**src/rtl/serial_word_assembler_pkg.sv**
```systemverilog
// +------------------------------------------------------------------+
// | serial_word_assembler_pkg : shared FSM state type and defaults   |
// | Revision : 1.0                                                   |
// +------------------------------------------------------------------+
`default_nettype none

package serial_word_assembler_pkg;

  localparam int unsigned SWA_DEFAULT_WIDTH = 32;

  typedef enum logic [0:0] {
    FILL = 1'b0,
    HOLD = 1'b1
  } swa_state_e;

endpackage

`default_nettype wire

```
**src/rtl/swa_shift_reg.sv**
```systemverilog
// +------------------------------------------------------------------+
// | swa_shift_reg : serial-in shift register with accepted-bit count |
// | Revision : 1.0                                                   |
// +------------------------------------------------------------------+
`default_nettype none

module swa_shift_reg
  import serial_word_assembler_pkg::*;
#(
  parameter int unsigned WIDTH     = SWA_DEFAULT_WIDTH,
  parameter bit          MSB_FIRST = 1'b1
) (
  input  logic                         clk,
  input  logic                         rst,
  input  logic                         clr_i,
  input  logic                         shift_i,
  input  logic                         inc_i,
  input  logic                         wrap_i,
  input  logic                         bit_i,
  output logic [WIDTH-1:0]             data_o,
  output logic [$clog2(WIDTH+1)-1:0]   count_o
);

  localparam int unsigned c_cnt_w = $clog2(WIDTH + 1);

  logic [WIDTH-1:0]   data_q, data_d;
  logic [c_cnt_w-1:0] count_q, count_d;
  logic [WIDTH-1:0]   w_shifted;

  // The end bits enter from decides where the first bit finally lands.
  generate
    if (MSB_FIRST) begin : g_msb_first
      assign w_shifted = {data_q[WIDTH-2:0], bit_i};
    end else begin : g_lsb_first
      assign w_shifted = {bit_i, data_q[WIDTH-1:1]};
    end
  endgenerate

  always_comb begin
    data_d  = data_q;
    count_d = count_q;
    if (clr_i) begin
      data_d  = '0;
      count_d = '0;
    end else begin
      if (shift_i) data_d = w_shifted;
      if (wrap_i) begin
        count_d = '0;
      end else if (inc_i) begin
        count_d = count_q + c_cnt_w'(1);
      end
    end
  end

  always_ff @(posedge clk or posedge rst) begin
    if (rst) begin
      data_q  <= '0;
      count_q <= '0;
    end else begin
      data_q  <= data_d;
      count_q <= count_d;
    end
  end

  assign data_o  = data_q;
  assign count_o = count_q;

endmodule

`default_nettype wire

```
**src/rtl/serial_word_assembler.sv**
```systemverilog
// +------------------------------------------------------------------+
// | serial_word_assembler : bit stream to word, valid/ready output.  |
// | Optional parity bit: define SERIAL_WORD_ASSEMBLER_PARITY_EN.     |
// | Revision : 1.0                                                   |
// +------------------------------------------------------------------+
`default_nettype none

module serial_word_assembler
  import serial_word_assembler_pkg::*;
#(
  parameter int unsigned WIDTH     = SWA_DEFAULT_WIDTH,
  parameter bit          MSB_FIRST = 1'b1
) (
  input  logic             clk,
  input  logic             rst,
  input  logic             bit_i,
  input  logic             bit_valid_i,
  output logic             bit_ready_o,
  input  logic             flush_i,
  output logic [WIDTH-1:0] word_o,
  output logic             word_valid_o,
  input  logic             word_ready_i,
  output logic             parity_err_o
);

  localparam int unsigned c_cnt_w = $clog2(WIDTH + 1);

  swa_state_e         state_q, state_d;
  logic [c_cnt_w-1:0] w_count;
  logic               w_last;
  logic               w_data_bit;
  logic               w_flush;
  logic               w_shift;
  logic               w_inc;
  logic               w_wrap;

`ifdef SERIAL_WORD_ASSEMBLER_PARITY_EN
  // The parity bit follows the data bits and never enters the shift register.
  assign w_last     = (w_count == c_cnt_w'(WIDTH));
  assign w_data_bit = !w_last;
`else
  assign w_last     = (w_count == c_cnt_w'(WIDTH - 1));
  assign w_data_bit = 1'b1;
`endif

  always_comb begin
    state_d = state_q;
    w_flush = 1'b0;
    w_shift = 1'b0;
    w_inc   = 1'b0;
    w_wrap  = 1'b0;
    case (state_q)
      FILL: begin
        if (flush_i) begin
          w_flush = 1'b1;
        end else if (bit_valid_i) begin
          w_inc   = 1'b1;
          w_shift = w_data_bit;
          if (w_last) begin
            w_wrap  = 1'b1;
            state_d = HOLD;
          end
        end
      end
      HOLD: begin
        if (word_ready_i) state_d = FILL;
      end
      default: state_d = FILL;
    endcase
  end

  always_ff @(posedge clk or posedge rst) begin
    if (rst) state_q <= FILL;
    else     state_q <= state_d;
  end

  swa_shift_reg #(
    .WIDTH     (WIDTH),
    .MSB_FIRST (MSB_FIRST)
  ) u_shift_reg (
    .clk     (clk),
    .rst     (rst),
    .clr_i   (w_flush),
    .shift_i (w_shift),
    .inc_i   (w_inc),
    .wrap_i  (w_wrap),
    .bit_i   (bit_i),
    .data_o  (word_o),
    .count_o (w_count)
  );

  assign bit_ready_o  = (state_q == FILL);
  assign word_valid_o = (state_q == HOLD);

`ifdef SERIAL_WORD_ASSEMBLER_PARITY_EN
  logic par_acc_q, par_acc_d;
  logic par_err_q, par_err_d;

  // Running XOR of the word so far; the error flag is the XOR including parity.
  always_comb begin
    par_acc_d = par_acc_q;
    par_err_d = par_err_q;
    if (w_flush) begin
      par_acc_d = 1'b0;
    end else if (w_inc) begin
      if (w_last) begin
        par_err_d = par_acc_q ^ bit_i;
        par_acc_d = 1'b0;
      end else begin
        par_acc_d = par_acc_q ^ bit_i;
      end
    end
    if ((state_q == HOLD) && word_ready_i) par_err_d = 1'b0;
  end

  always_ff @(posedge clk or posedge rst) begin
    if (rst) begin
      par_acc_q <= 1'b0;
      par_err_q <= 1'b0;
    end else begin
      par_acc_q <= par_acc_d;
      par_err_q <= par_err_d;
    end
  end

  assign parity_err_o = par_err_q;
`else
  assign parity_err_o = 1'b0;
`endif

endmodule

`default_nettype wire

```
**config.mk**
```make
export PLATFORM = sky130hd
export DESIGN_NAME = serial_word_assembler
export DESIGN_NICKNAME = d
export VERILOG_FILES = /design/src/rtl/serial_word_assembler_pkg.sv /design/src/rtl/swa_shift_reg.sv /design/src/rtl/serial_word_assembler.sv
export SDC_FILE = /design/constraint.sdc
export NUM_CORES = 1
export LEC_CHECK = 0
export ABC_AREA = 1
export ABC_CLOCK_PERIOD_IN_PS = 3250
export BUFFER_PORTS_ARGS = -buffer_cell sky130_fd_sc_hd__clkbuf_2
export CORE_MARGIN = 10
export CORE_UTILIZATION = 35
export CTS_BUF_LIST = sky130_fd_sc_hd__clkbuf_8
export DETAILED_ROUTE_END_ITERATION = 16
export PLACE_DENSITY = 0.57
export SYNTH_ARGS = -nofsm -noshare
export SYNTH_HDL_FRONTEND = slang
export SYNTH_SLANG_ARGS = --single-unit
```
**constraint.sdc**
```tcl
create_clock -name clk -period 3.25 [get_ports clk]
set_input_delay 0.1625 -clock clk [delete_from_list [all_inputs] [get_ports clk]]
set_output_delay 0.1625 -clock clk [all_outputs]
set_load 0.02 [all_outputs]
```
==> results of run 1 <==
worst paths after layout:
kind | startpoint | end | slack [ns] | cells after the start
worst max-delay path | word_valid_o | u_shift_reg.data_o[31] | 1.61 | 6
worst min-delay path | word_ready_i | word_valid_o | 0.05 | 2
worst max register to register | word_valid_o | u_shift_reg.data_o[31] | 1.61 | 6
worst min register to register | u_shift_reg.data_o[31] | u_shift_reg.data_o[31] | 0.51 | 2
max in group asynchronous | rst | u_shift_reg.data_o[27] | 2.39 | 4
min in group asynchronous | rst | u_shift_reg.data_o[9] | 0.52 | 4
stage by stage:
stage | cells | cell area (um2)
2_1_floorplan | 157 | 1580
3_3_place_gp | 242 | 1800
3_5_place_dp | 242 | 1800
4_1_cts | 251 | 1890
5_1_grt | 251 | 1890
6_report | 251 | 1890
sequential cells by signal, summed over array words and instances (netlist names):
register and count:
u_shift_reg.data_o 32, u_shift_reg.count_o 6, word_valid_o 1
kinds of logic (layout without fill, tap and decap cells):
group / after synthesis / in the layout / synth area share
AO/OA/AOI/OAI: 35 / 35 / 0.137
XOR/XNOR: 3 / 3 / 0.0166
adder cells (fa/ha/maj): 1 / 1 / 0.00790
buffers and inverters: 46 / 88 / 0.123
flip-flops: 39 / 39 / 0.616
other: 1 / 1 / 0.00237
AND/OR/NAND/NOR: 32 / 32 / 0.0964
per-layer routing:
layer	vias to the layer above	wire length, um	global-route usage
met2	36	1500	0.142
met1	538	1580	0.115
met4	0	27	0.0304
li1	582	-	-
met3	4	298	0.0496
met5	-	0	0
cell type report:
| cell class | instances | area [um2] |
|---|---|---|
| Fill cell | 439 | 2460 |
| Sequential cell | 39 | 976 |
| Multi-Input combinational cell | 72 | 413 |
| Timing Repair Buffer | 41 | 213 |
| Inverter | 39 | 146 |
| Clock buffer | 5 | 68.8 |
| Tap cell | 52 | 65.1 |
| Clock inverter | 3 | 12.5 |
cell usage in the layout (no fill, tap or decap):
cell type	count
sky130_fd_sc_hd__o21ai_0	3
sky130_fd_sc_hd__nor2_1	2
sky130_fd_sc_hd__xor2_1	2
sky130_fd_sc_hd__nand3_1	3
sky130_fd_sc_hd__clkbuf_8	5
sky130_fd_sc_hd__nand2_4	1
sky130_fd_sc_hd__conb_1	1
sky130_fd_sc_hd__ha_1	1
sky130_fd_sc_hd__buf_4	1
sky130_fd_sc_hd__inv_2	2
sky130_fd_sc_hd__xnor2_1	1
sky130_fd_sc_hd__dlygate4sd3_1	1
sky130_fd_sc_hd__clkinv_2	1
sky130_fd_sc_hd__clkbuf_2	39
sky130_fd_sc_hd__o22ai_1	31
sky130_fd_sc_hd__nand3b_4	1
sky130_fd_sc_hd__inv_1	39
sky130_fd_sc_hd__a21oi_2	1
sky130_fd_sc_hd__dfrtp_1	39
sky130_fd_sc_hd__nor2_2	2
sky130_fd_sc_hd__nand2_1	23
critical path, stage by stage (launching register included):
cell and delay, ns:
sky130_fd_sc_hd__dfrtp_1 0.39, sky130_fd_sc_hd__inv_2 0.09, sky130_fd_sc_hd__nand3b_4 0.33, sky130_fd_sc_hd__nand2_4 0.43, sky130_fd_sc_hd__inv_2 0.12, sky130_fd_sc_hd__nand2_1 0.07, sky130_fd_sc_hd__o21ai_0 0.07
power by group through the flow:
stage	logic [mW]	registers, mW	clock network (mW)
2_1_floorplan	0.0405	0.508	0
3_3_place_gp	0.0535	0.506	0
3_5_place_dp	0.0540	0.506	0
4_1_cts	0.0551	0.496	0.318
5_1_grt	0.0611	0.497	0.341
6_report	0.0539	0.496	0.305
repair_timing:
| item | CTS | global route |
|---|---|---|
| hold buffers | 1 | 0 |
| endpoints found under the hold margin | 39 | 0 |
| setup endpoints to repair | 0 | 0 |
==> results.md, run 1 <==
* Worst hold slack across all endpoints at 0.0514 ns
* Pin count of the biggest net entering global routing at 40
* Cell-internal power at 0.650 mW
* Max VDD drop at 0.205 mV
* Total count of hold-check failures in the final report at 0
* Count leader, synth: sky130_fd_sc_hd__dfrtp_1
* Die height at 87.3 um
* Number of flops mapped to enable cells by yosys at 0
* Drt first pass iters at 4
* Violation count after the first detailed-routing iteration at 52
* Post-synthesis to final-layout area growth at 19.6%
* Yosys cell types at 19
* Nets in the synthesized netlist at 164
* CTS tree: yes
* Final WL at 3.40 mm
* Primary flip-flop cell chosen by synthesis mapping: sky130_fd_sc_hd__dfrtp_1
* Fraction of final layout cells with drive strength greater than 1 at 0.266
* Unrepaired setup endpoints after global routing: no
* Number of antenna violations at the first check in global routing at 0
* Synth warn at 0
* Synth area leaders: sky130_fd_sc_hd__dfrtp_1 (62%), sky130_fd_sc_hd__o22ai_1 (12%), sky130_fd_sc_hd__inv_1 (8.8%)
* Clock sink count at 39
* Cell count after synthesis at 157
* CTS H-Tree Depth at 2
* Start-to-end type of the worst setup path: reg2reg
* GRT Overall Usage at 0.0950
* Total global routing overflow at 0
* Area of the core region at 4350 um2
* Library cell used as clock root buffer: sky130_fd_sc_hd__clkbuf_8
* Number of global-route vias before repair at 1177
* Synthesized area per cell at 10.1 um2
* Power spent charging and discharging nets at 0.205 mW
* Fraction of post-synthesis cell area in the top cell type by area at 0.616
* Clock-pin transition on the worst setup and hold timing paths at 0.07 ns
* Starting utilization of the core area at 0.364
* Commonest cells in the synthesized netlist: sky130_fd_sc_hd__dfrtp_1 (39), sky130_fd_sc_hd__inv_1 (37), sky130_fd_sc_hd__o22ai_1 (31)
* Number of gates resized after cts at 0
* Post-synthesis cell type with the largest combined area: sky130_fd_sc_hd__dfrtp_1
* Share of total power in the clock network at 0.357
* Summed instance area of the synthesized netlist at 1580 um2
* Share of the cycle needed by the critical path after routing at 0.503
* Max frequency at 611 MHz
* Leak Pwr at 0.971 nW
* Share of the core filled with cells at 0.435
* Critical path data arrival time at 1.79 ns
* Crit path launch type: register
* Area of the die at 7620 um2
* Total CTS buffers at 5
* Final Skew at 0.00322 ns
* Vias/cell at 4.62
* Crit path time final at 1.64 ns
* Die extent in x at 87.3 um
* Power density cells at 451 nW/um2
* Total inserted antenna cells at 0
* Maximum buffer depth of the clock tree at 2
* DRC Markers at 0
* Pins Over Slew Limit at 0
* Hpwl dp at 2.44 mm
* Pre-CTS setup slack at 1.62 ns
* Yosys reg bits at 39
* Setup bufs post-CTS at 0
* Sum Neg Setup Slack at 0 ns
* Global-route wire length before repair at 5.78 mm
* Mean routed wirelength per cell at 13.5 um
* Final weighted congestion of routability-driven global placement at 0.725
* Number of placement rows at 24
* Switching share of power at 0.240
* Combinational Power Share at 0.063
* CP endpoint kind: register
* Ports at 41
* Run status: complete, no violations
* Part of the total power dissipated in sequential elements at 0.580
* Sequential-to-total area share from yosys stat at 0.616
* Detailed-route via count at 1160
* Class of the most critical hold timing path: in2reg
* Required time of the critical path at 3.41 ns
* Final WS setup at 1.61 ns
* Clock Latency Late Sink at 0.28 ns
* Maximum fanout along the worst path at 35
* Setup violation total in the final timing report at 0
* Final net count at 205
* Reported max-cap violation count at 0
* Remaining antenna violation count at 0
* Input/output buffers at 39
* Async set-reset flop share out of synthesis at 1.00
* Total power after layout at 0.855 mW
(Power assumes the default switching activity.)
==> inputs of run 2 (changes only) <==
--- a/config.mk
+++ b/config.mk
@@ -5,14 +5,14 @@
 export SDC_FILE = /design/constraint.sdc
 export NUM_CORES = 1
 export LEC_CHECK = 0
-export ABC_AREA = 1
-export ABC_CLOCK_PERIOD_IN_PS = 3250
+export ABC_AREA = 0
+export ABC_CLOCK_PERIOD_IN_PS = 1500
 export BUFFER_PORTS_ARGS = -buffer_cell sky130_fd_sc_hd__clkbuf_2
 export CORE_MARGIN = 10
 export CORE_UTILIZATION = 35
 export CTS_BUF_LIST = sky130_fd_sc_hd__clkbuf_8
 export DETAILED_ROUTE_END_ITERATION = 16
-export PLACE_DENSITY = 0.57
+export PLACE_DENSITY = 0.59
 export SYNTH_ARGS = -nofsm -noshare
 export SYNTH_HDL_FRONTEND = slang
 export SYNTH_SLANG_ARGS = --single-unit
==> constraint.sdc (replaced) <==
create_clock -name clk -period 1.5 [get_ports clk]
set_input_delay 0.075 -clock clk [delete_from_list [all_inputs] [get_ports clk]]
set_output_delay 0.075 -clock clk [all_outputs]
set_load 0.02 [all_outputs]
==> results.md, run 2 <==
* Required time of the critical path at 1.72 ns (-1.69 ns)
* Stage delay of the slowest cell on the critical path at 0.52 ns (+0.09 ns)
* Area of the die at 7300 um2 (-4.2%)
* Hold Path Origin: flush_i
* Setup bufs post-CTS at 0 (unchanged)
* Setup violation total in the final timing report at 1 (+1)
* Starting utilization of the core area at 0.369 (+0.00531)
* Critical path data arrival time at 1.79 ns (about the same)
* Start-to-end type of the worst setup path: reg2reg
* Drt first pass iters at 3 (-1)
* Violated checks: negative setup slack
* Reported max-cap violation count at 0 (unchanged)
* Fraction of final layout cells with drive strength greater than 1 at 0.373 (+0.107)
* Unrepaired setup endpoints after global routing: yes
* Clock Latency Late Sink at 0.29 ns (about the same)
* Family with the most delay on the worst path: simple AND/OR/NAND/NOR gates
* Crit path time final at 1.57 ns (-0.0694 ns)
* Leak Pwr at 1.04 nW (+7.0%)
* Library cell used as clock root buffer: sky130_fd_sc_hd__clkbuf_8
* Summed instance area of the synthesized netlist at 1500 um2 (-5.5%)
* Async set-reset flop share out of synthesis at 1.00 (unchanged)
* Number of placement rows at 23 (-4.2%)
* Total CTS buffers at 5 (unchanged)
* Global-route wire length before repair at 5.81 mm (+0.47%)
* Total count of hold-check failures in the final report at 0 (unchanged)
* GRT Overall Usage at 0.0993 (+0.00428)
* Number of global-route vias before repair at 1198 (+1.8%)
* Critical Path Source: u_shift_reg.count_o[5]
* Die extent in x at 85.4 um (-2.1%)
* Final Cell Area at 1970 um2 (+4.2%)
* Number of flops mapped to enable cells by yosys at 0 (unchanged)
* Share of the cycle needed by the critical path after routing at 1.04 (+0.541)
* CP endpoint kind: register
* Hpwl dp at 2.59 mm (+6.3%)
* Final WS setup at -0.0670 ns (-1.68 ns)
* Final Skew at 0.00784 ns (+0.00462 ns)
* Start of the worst register-to-register path: u_shift_reg.count_o[5]
* Largest register FFs at 32 (unchanged)
* Cell Area, Placed at 1810 um2 (+0.28%)
* Mean routed wirelength per cell at 16.0 um (+18%)
* Die height at 85.4 um (-2.1%)
* Nets in the synthesized netlist at 121 (-26%)
* Primary flip-flop cell chosen by synthesis mapping: sky130_fd_sc_hd__dfrtp_1
* DRC Markers at 0 (unchanged)
* Most used cells in the layout excluding fill and tap cells: sky130_fd_sc_hd__clkbuf_2 (39), sky130_fd_sc_hd__dfrtp_1 (38), sky130_fd_sc_hd__a22o_1 (33), sky130_fd_sc_hd__buf_4 (11), sky130_fd_sc_hd__nand2_1 (6)
* Ports at 41 (unchanged)
* Commonest cells in the synthesized netlist: sky130_fd_sc_hd__dfrtp_1 (39), sky130_fd_sc_hd__a22o_1 (33), sky130_fd_sc_hd__nand2_1 (6)
* CTS H-Tree Depth at 2 (unchanged)
* Crit path launch type: register
* Area of the core region at 4060 um2 (-6.8%)
* Final weighted congestion of routability-driven global placement at 0.774 (+6.8%)
* Synth area leaders: sky130_fd_sc_hd__dfrtp_1 (65%), sky130_fd_sc_hd__a22o_1 (19%), sky130_fd_sc_hd__nand3_1 (1.7%)
* Clock sink count at 39 (unchanged)
* Clock-pin transition on the worst setup and hold timing paths at 0.07 ns (about the same)
* Cell count after synthesis at 114 (-27%)
* Flop-to-flop setup slack at -0.07 ns (-1.68 ns)
* Number of antenna violations at the first check in global routing at 0 (unchanged)
* Cell Chain, Critical Path: or4b_4, or4b_1, nand3_1
* Max VDD drop at 0.497 mV (+140%)
* Max frequency at 638 MHz (+4.4%)
* Most common cell after layout, fill and taps aside: sky130_fd_sc_hd__clkbuf_2
* Count leader, synth: sky130_fd_sc_hd__dfrtp_1
* Synth warn at 0 (unchanged)
* Yosys reg bits at 39 (unchanged)
* CTS tree: yes
* Sequential-to-total area share from yosys stat at 0.652 (+0.0355)
* Run status: finished, violations left
* Final WL at 3.46 mm (+1.7%)
* Vias/cell at 5.17 (+12%)
* Detailed-route via count at 1116 (-3.8%)
* Total inserted antenna cells at 0 (unchanged)
* Final net count at 172 (-16%)
* Buffer and inverter count on the worst path at 0 (-2)
* Total power after layout at 2.19 mW (+160%)
* Class of the most critical hold timing path: in2reg
* Power density cells at 1110 nW/um2 (+150%)
* Maximum fanout along the worst path at 2 (-94%)
* Synthesized area per cell at 13.1 um2 (+30%)
* Violation count after the first detailed-routing iteration at 30 (-42%)
* Remaining antenna violation count at 0 (unchanged)
* Maximum buffer depth of the clock tree at 2 (unchanged)
* Yosys cell types at 24 (+5)
* Pins Over Slew Limit at 0 (unchanged)
* Worst path slowest cell: sky130_fd_sc_hd__or4b_4
* Total global routing overflow at 0 (unchanged)
* Post-synthesis cell type with the largest combined area: sky130_fd_sc_hd__dfrtp_1
* Input/output buffers at 39 (unchanged)
* Fraction of post-synthesis cell area in the top cell type by area at 0.652 (+0.0355)
* Post-synthesis to final-layout area growth at 31.8%
* Pin count of the biggest net entering global routing at 17 (-57%)
[run 2: changes by cell type after synthesis, sizes merged, moves of 5 or more]
cell | previous run | this run
a22o | 0 | 33
clkbuf | 0 | 5
nand2 | 24 | 6
o22ai | 31 | 1
inv | 39 | 4
[run 2: worst register-to-register path: cells and delay by family (launching register included)]
| kind | cells | cell delay, ns |
|---|---|---|
| simple gates | 3 | 1.12 |
| flops | 1 | 0.38 |
[run 2: cells by family after synthesis]
logic type / synth area share
other: 0.00250
AOI/OAI and AO/OA: 0.231
DFF: 0.652
and+or+nand+nor: 0.0627
muxes: 0.00668
buffers and inverters: 0.0368
adders and majority gates: 0.00835
[run 2: final timing paths]
check,endpoint,cells after the start
worst min-delay path,word_valid_o,3
min in group asynchronous,u_shift_reg.data_o[30],3
max in group asynchronous,u_shift_reg.data_o[24],4
worst max-delay path,u_shift_reg.count_o[5],3
worst min register to register,u_shift_reg.data_o[31],1
worst max register to register,u_shift_reg.count_o[5],3
[run 2: routing by layer]
layer  wire length [um]  vias up  global-route usage
met5                  0        -                   0
met3                209        7              0.0411
met4                 96        0              0.0554
met2               1640       27               0.156
li1                   -      524                   -
met1               1510      558               0.111
[run 2: stage by stage]
stage               instances  hold WS (ns)   util  setup TNS [ns]  worst slack (ns)
finish                    216         0.141  0.487         -0.0670           -0.0670
floorplan                 114         0.170      -         -0.0795           -0.0795
detailed placement        205         0.104  0.446         -0.0697           -0.0697
CTS                       216         0.133  0.487         -0.0769           -0.0769
global route              216         0.135  0.487          -0.235           -0.0936
global placement          205        0.0974  0.446         -0.0357           -0.0357
[run 2: what timing repair did]
action,4_1_cts,5_1_grt
hold buffers,3,0
setup endpoints to repair,1,5
hold endpoints to repair,13,0
gates resized for setup,1,0
pin swaps,0,0
[run 2: report_power, final]
part	internal, mW	switching [mW]	total, mW	leakage [nW]
registers	1.06	0.00843	1.07	0.541
clock network	0.658	0.355	1.01	0.0695
logic	0.0396	0.0746	0.114	0.428
[run 2: layout make-up]
cell class,count,area [um2]
clock inverters,3,63.8
clock buffers,5,68.8
well taps,50,62.6
flip-flops and latches,39,977
fillers,376,2080
multi-input cells,62,479
repair buffers,53,308
inverters,4,15.0
